## src/rtl/ddr3_burst_writer.sv

```systemverilog
// Avalon-MM burst write master for the DDR3 controller local port.
// Write words are buffered in a show-ahead FIFO; each accepted command emits one burst.
module ddr3_burst_writer #(
    parameter int DATA_W     = 128,
    parameter int ADDR_W     = 26,
    parameter int MAX_BURST  = 4,
    parameter int SIZE_W     = 3,
    parameter int FIFO_DEPTH = 8
) (
    input  logic                ddr3_clk,
    input  logic                reset,
    input  logic                cmd_valid,
    output logic                cmd_ready,
    input  logic [ADDR_W-1:0]   cmd_addr,
    input  logic [SIZE_W-1:0]   cmd_len,
    input  logic                wd_valid,
    output logic                wd_ready,
    input  logic [DATA_W-1:0]   wd_data,
    input  logic [DATA_W/8-1:0] wd_be,
    input  logic                ddr3_avl_ready,
    output logic                ddr3_avl_burstbegin,
    output logic                ddr3_avl_write_req,
    output logic [SIZE_W-1:0]   ddr3_avl_size,
    output logic [ADDR_W-1:0]   ddr3_avl_addr,
    output logic [DATA_W-1:0]   ddr3_avl_wr_data,
    output logic [DATA_W/8-1:0] ddr3_avl_be,
    output logic                busy,
    output logic                wr_done,
    output logic                cmd_err
);

    localparam int BE_W  = DATA_W / 8;
    localparam int PTR_W = (FIFO_DEPTH > 1) ? $clog2(FIFO_DEPTH) : 1;
    localparam int CNT_W = $clog2(FIFO_DEPTH + 1);
    localparam logic [PTR_W-1:0] LAST_PTR = PTR_W'(FIFO_DEPTH - 1);
    localparam logic [CNT_W-1:0] FULL_CNT = CNT_W'(FIFO_DEPTH);
    localparam logic [31:0]      MAX_LEN  = MAX_BURST;

    typedef enum logic [1:0] {IDLE, FILL, BURST, DONE} state_t;

    state_t state, state_nx;

    logic [DATA_W-1:0] mem_data [FIFO_DEPTH];
    logic [BE_W-1:0]   mem_be   [FIFO_DEPTH];
    logic [PTR_W-1:0]  wr_ptr, rd_ptr;
    logic [CNT_W-1:0]  count;

    logic [ADDR_W-1:0] addr_q;
    logic [SIZE_W-1:0] len_q;
    logic [SIZE_W-1:0] beat_cnt;
    logic              cmd_err_q;

    logic push, pop, cmd_fire, len_ok, fill_ok, last_beat;

    function automatic logic [PTR_W-1:0] ptr_next(input logic [PTR_W-1:0] p);
        return (p == LAST_PTR) ? '0 : p + PTR_W'(1);
    endfunction

    assign wd_ready  = (count != FULL_CNT);
    assign push      = wd_valid & wd_ready;
    assign pop       = ddr3_avl_write_req & ddr3_avl_ready;
    assign cmd_ready = (state == IDLE);
    assign cmd_fire  = cmd_valid & cmd_ready;
    assign len_ok    = (cmd_len != '0) && (32'(cmd_len) <= MAX_LEN);
    assign fill_ok   = (32'(count) >= 32'(len_q));
    assign last_beat = (beat_cnt == len_q - SIZE_W'(1));

    // FIFO storage: data path only, never reset
    always_ff @(posedge ddr3_clk) begin
        if (push) begin
            mem_data[wr_ptr] <= wd_data;
            mem_be[wr_ptr]   <= wd_be;
        end
    end

    always_ff @(posedge ddr3_clk) begin
        if (reset) begin
            wr_ptr <= '0;
            rd_ptr <= '0;
            count  <= '0;
        end else begin
            if (push) wr_ptr <= ptr_next(wr_ptr);
            if (pop)  rd_ptr <= ptr_next(rd_ptr);
            case ({push, pop})
                2'b10:   count <= count + CNT_W'(1);
                2'b01:   count <= count - CNT_W'(1);
                default: count <= count;
            endcase
        end
    end

    // Head word is forced to zero while empty so outputs are defined out of reset
    assign ddr3_avl_wr_data = (count != '0) ? mem_data[rd_ptr] : '0;
    assign ddr3_avl_be      = (count != '0) ? mem_be[rd_ptr]   : '0;

    always_ff @(posedge ddr3_clk) begin
        if (reset) begin
            state     <= IDLE;
            addr_q    <= '0;
            len_q     <= '0;
            beat_cnt  <= '0;
            cmd_err_q <= 1'b0;
        end else begin
            state     <= state_nx;
            cmd_err_q <= cmd_fire & ~len_ok;
            if (cmd_fire && len_ok) begin
                addr_q   <= cmd_addr;
                len_q    <= cmd_len;
                beat_cnt <= '0;
            end else if (pop) begin
                beat_cnt <= beat_cnt + SIZE_W'(1);
            end
        end
    end

    // A burst only starts once the whole burst is buffered, so write_req never gaps
    always_comb begin
        state_nx            = state;
        ddr3_avl_write_req  = 1'b0;
        ddr3_avl_burstbegin = 1'b0;
        wr_done             = 1'b0;
        case (state)
            IDLE:  if (cmd_fire && len_ok) state_nx = FILL;
            FILL:  if (fill_ok) state_nx = BURST;
            BURST: begin
                ddr3_avl_write_req  = 1'b1;
                ddr3_avl_burstbegin = (beat_cnt == '0);
                if (ddr3_avl_ready && last_beat) state_nx = DONE;
            end
            DONE: begin
                wr_done  = 1'b1;
                state_nx = IDLE;
            end
            default: state_nx = IDLE;
        endcase
    end

    assign ddr3_avl_size = len_q;
    assign ddr3_avl_addr = addr_q;
    assign busy          = (state != IDLE);
    assign cmd_err       = cmd_err_q;

endmodule
```

## config.mk

```make
export PLATFORM = sky130hd
export DESIGN_NAME = ddr3_burst_writer
export DESIGN_NICKNAME = d
export VERILOG_FILES = /design/src/rtl/ddr3_burst_writer.sv
export SDC_FILE = /design/constraint.sdc
export NUM_CORES = 1
export LEC_CHECK = 0
export CORE_ASPECT_RATIO = 0.6
export CORE_MARGIN = 2
export CORE_UTILIZATION = 26
export CTS_CLUSTER_DIAMETER = 40
export DETAILED_ROUTE_END_ITERATION = 7
export SLEW_MARGIN = 20
export SYNTH_ARGS = -nofsm -noshare
export SYNTH_HDL_FRONTEND = slang
export SYNTH_SLANG_ARGS = --single-unit
```

## constraint.sdc

```tcl
create_clock -name ddr3_clk -period 19.6 [get_ports ddr3_clk]
set_input_delay 4.9 -clock ddr3_clk [delete_from_list [all_inputs] [get_ports ddr3_clk]]
set_output_delay 4.9 -clock ddr3_clk [all_outputs]
set_load 0.05 [all_outputs]
```

==> metrics.md <==
| Metric | Value |
|---|---|
| Syn avg cell area | around 22 um^2 |
| Syn_nets | 2,278 |
| EDFF count, synth | roughly 1.2k |
| Area of the core | about 0.18 mm^2 |
| Pre-CTS setup slack | approximately 10 ns |
| Die ar. | roughly 0.18 mm^2 |
| CP required | around 15 ns |
| Max IR drop VDD | 0.08345 mV |
| Power per cell area | between 100 and 150 mW/mm^2 |
| Crit. End Element | output pin |
| CTS buffer count | 140 |
| Startpoint Class | register |
| Wire per inst | between 20 and 25 um |
| Max Transition Viols Final | 0 |
| Post-synthesis sequential area ratio | 0.7760 |
| Via/cell ratio | between 4 and 5 |
| Port Buffers | roughly 360 |
| # setup viols final | 0 |
| Final hold slack | 0.4531 ns |
| Final clock skew | 0.03369 ns |
| Highest Clock Rate | 101.0 MHz |
| Initial core utilization | 0.2615 |
| Vias in the first global route | ~23k |
| Post-route DRC violation count | 0 |
| Clk_lat worst skew | roughly 0.75 ns |
| Worst slew margin | 0.2786 |
| Total power | approximately 6.6 mW |
| Layout Area Growth over Synthesis | 23.41% |
| RD Place Congestion | between 0.6 and 0.7 |
| Commonest cells post-synth | edfxtp_1, mux4_2, nor2_1 |
| Unrepaired setup endpoints after global routing | no |
| Post-synth top area share | 0.7550 |
| Hpwl dp | about 55,000 um |
| Number of nets in the layout | roughly 2.7k |
| Initial DRC Count | 1,734 |
| Period minus WS final | a little under 10 ns |
| Total track usage | 0.1156 |
| Hold Fails Final Rpt | 0 |
| Least-Margin Pin Slew | around 1.1 ns |
| Top-count cell post-synth | edfxtp_1 |
| Post_cts resized | 0 |
| Main area contributors after synthesis | edfxtp_1, mux4_2, mux2i_1 |
| Core Util, Final | 0.3227 |
| Arrival time worst endpoint | about 5.0 ns |
| Row count | about 120 |
| Clock root buffer | clkbuf_16 |
| Synth area leader | edfxtp_1 |
| Critical path peak fanout | 67 |
| Post-Syn Instances | between 2k and 2.5k |
| Via count | 21.81k |
| Flops & latches, synth | approximately 1.2k |
| Largest net degree at the start of global routing | between 100 and 150 |
| Status | finished clean |
| Die height | ~330 um |
| Chip Width | between 500 and 600 um |
| CP Class | register to output pin |
| Setup bufs post-CTS | 0 |
| Max_cap viols | 0 |
| Main synth FF type | edfxtp_1 |
| Final wirelength | ~110,000 um |
| Leakage | between 15 and 20 nW |
| Post-route ant nets | 0 |
| Total Neg Setup Slack | 0 ns |
| Number of antenna violations at the first check in global routing | 18 |
| Clk pin slew, worst setup/hold paths | approximately 0.05 ns |
| CTS tree | built |
| First-pass DRT Iterations | 5 |
| Netlist cell types | 38 |
| Hold buffers post-CTS | 0 |
| Cell Area, Synth | between 0.04 and 0.05 mm^2 |
| H-tree levels | 4 |
| Worst Slack Setup Final | about 9.7 ns |
| Period utilization | 0.5052 |
| Synth warnings | 0 |
| Grt total ovfl | 0 |
| Clk buf depth | 4 |
| Share of cells above drive strength 1 | 0.2087 |
| Async SR Flop Fraction | 0 |
| Hold/Removal Path Class | register to register |
| I/O pins | roughly 360 |
| CTS Sinks | between 1k and 1.5k |
| First-pass GRT wire length | around 150,000 um |
cell usage in the layout, fill, tap and decap left out, drive strengths merged, types with 2 or more instances in the layout:
| master | n |
|---|---|
| a21o | 2 |
| a21oi | 39 |
| a31oi | 2 |
| buf | 36 |
| bufinv | 10 |
| clkbuf | 160 |
| clkdlybuf4s50 | 357 |
| clkinv | 48 |
| clkinvlp | 8 |
| dfxtp | 48 |
| diode | 6 |
| edfxtp | 1152 |
| ha | 17 |
| inv | 26 |
| mux2i | 146 |
| mux4 | 288 |
| nand2 | 72 |
| nand2b | 3 |
| nand3 | 4 |
| nor2 | 153 |
| nor3 | 10 |
| nor4 | 2 |
| or3 | 2 |
| xnor2 | 2 |
| xor2 | 6 |
worst max-delay path: stages, from the launching register on:
cell	delay (ns)
dfxtp_4	0.79
buf_4	0.88
buf_4	0.92
mux4_2	0.38
mux2i_1	0.10
nor2_1	0.25
clkdlybuf4s50_1	0.86
flip-flops by register name, indices dropped and copies added (netlist names), named ones only:
signal         flops
beat_cnt           3
cmd_err            1
count              4
ddr3_avl_addr     26
ddr3_avl_size      3
mem_be           128
mem_data        1024
rd_ptr             3
state              2
wr_ptr             3
power by group:
part | switching, mW | internal, mW
combinational | 0.758 | 0.392
clock | 1.05 | 1.46
sequential | 0.0250 | 2.88
cell families after synthesis:
group                      Yosys count  synth area share
AOI/OAI and AO/OA                   49          0.005871
xor gates and xnor gates             9          0.002021
adders and majority gates           17          0.004642
buffers and inverters              121           0.01562
DFF                               1200            0.7760
muxes                              435            0.1737
and+or+nand+nor                    252           0.02217
stage by stage:
stage | instances | instance area, um^2
after floorplan | 2083 | 45820
after global placement | 4727 | 52100
after detailed placement | 4727 | 52100
after CTS | 4966 | 56530
after global routing | 4970 | 56540
final | 4972 | 56550
final timing paths:
kind	from	endpoint	slack [ns]	cells after the start
max	register	ddr3_avl_wr_data[1]	9.70	6
min	ddr3_avl_addr[8]	ddr3_avl_addr[8]	0.45	2
max reg2reg	count[1]	mem_data[5][80]	15.63	6
min reg2reg	ddr3_avl_addr[8]	ddr3_avl_addr[8]	0.45	2
cell type report:
type	count	area, um^2
Sequential cell	1200	35570
Clock buffer	160	3578
Timing Repair Buffer	393	3935
Fill cell	16658	118700
Multi-Input combinational cell	762	9604
Clock inverter	79	847.1
Tap cell	2359	2952
Antenna cell	6	15.01
Inverter	13	48.80
routing by layer:
metal	global-route usage	wire length (um)	share of wire	up-vias
li1	-	-	-	9427
met1	0.1564	47480	0.45	11654
met2	0.1818	49590	0.47	532
met3	0.03388	6985	0.066	171
met4	0.03008	2039	0.019	24
met5	0	149	0.0014	-
Note: power is estimated with default switching activity, not from simulation.
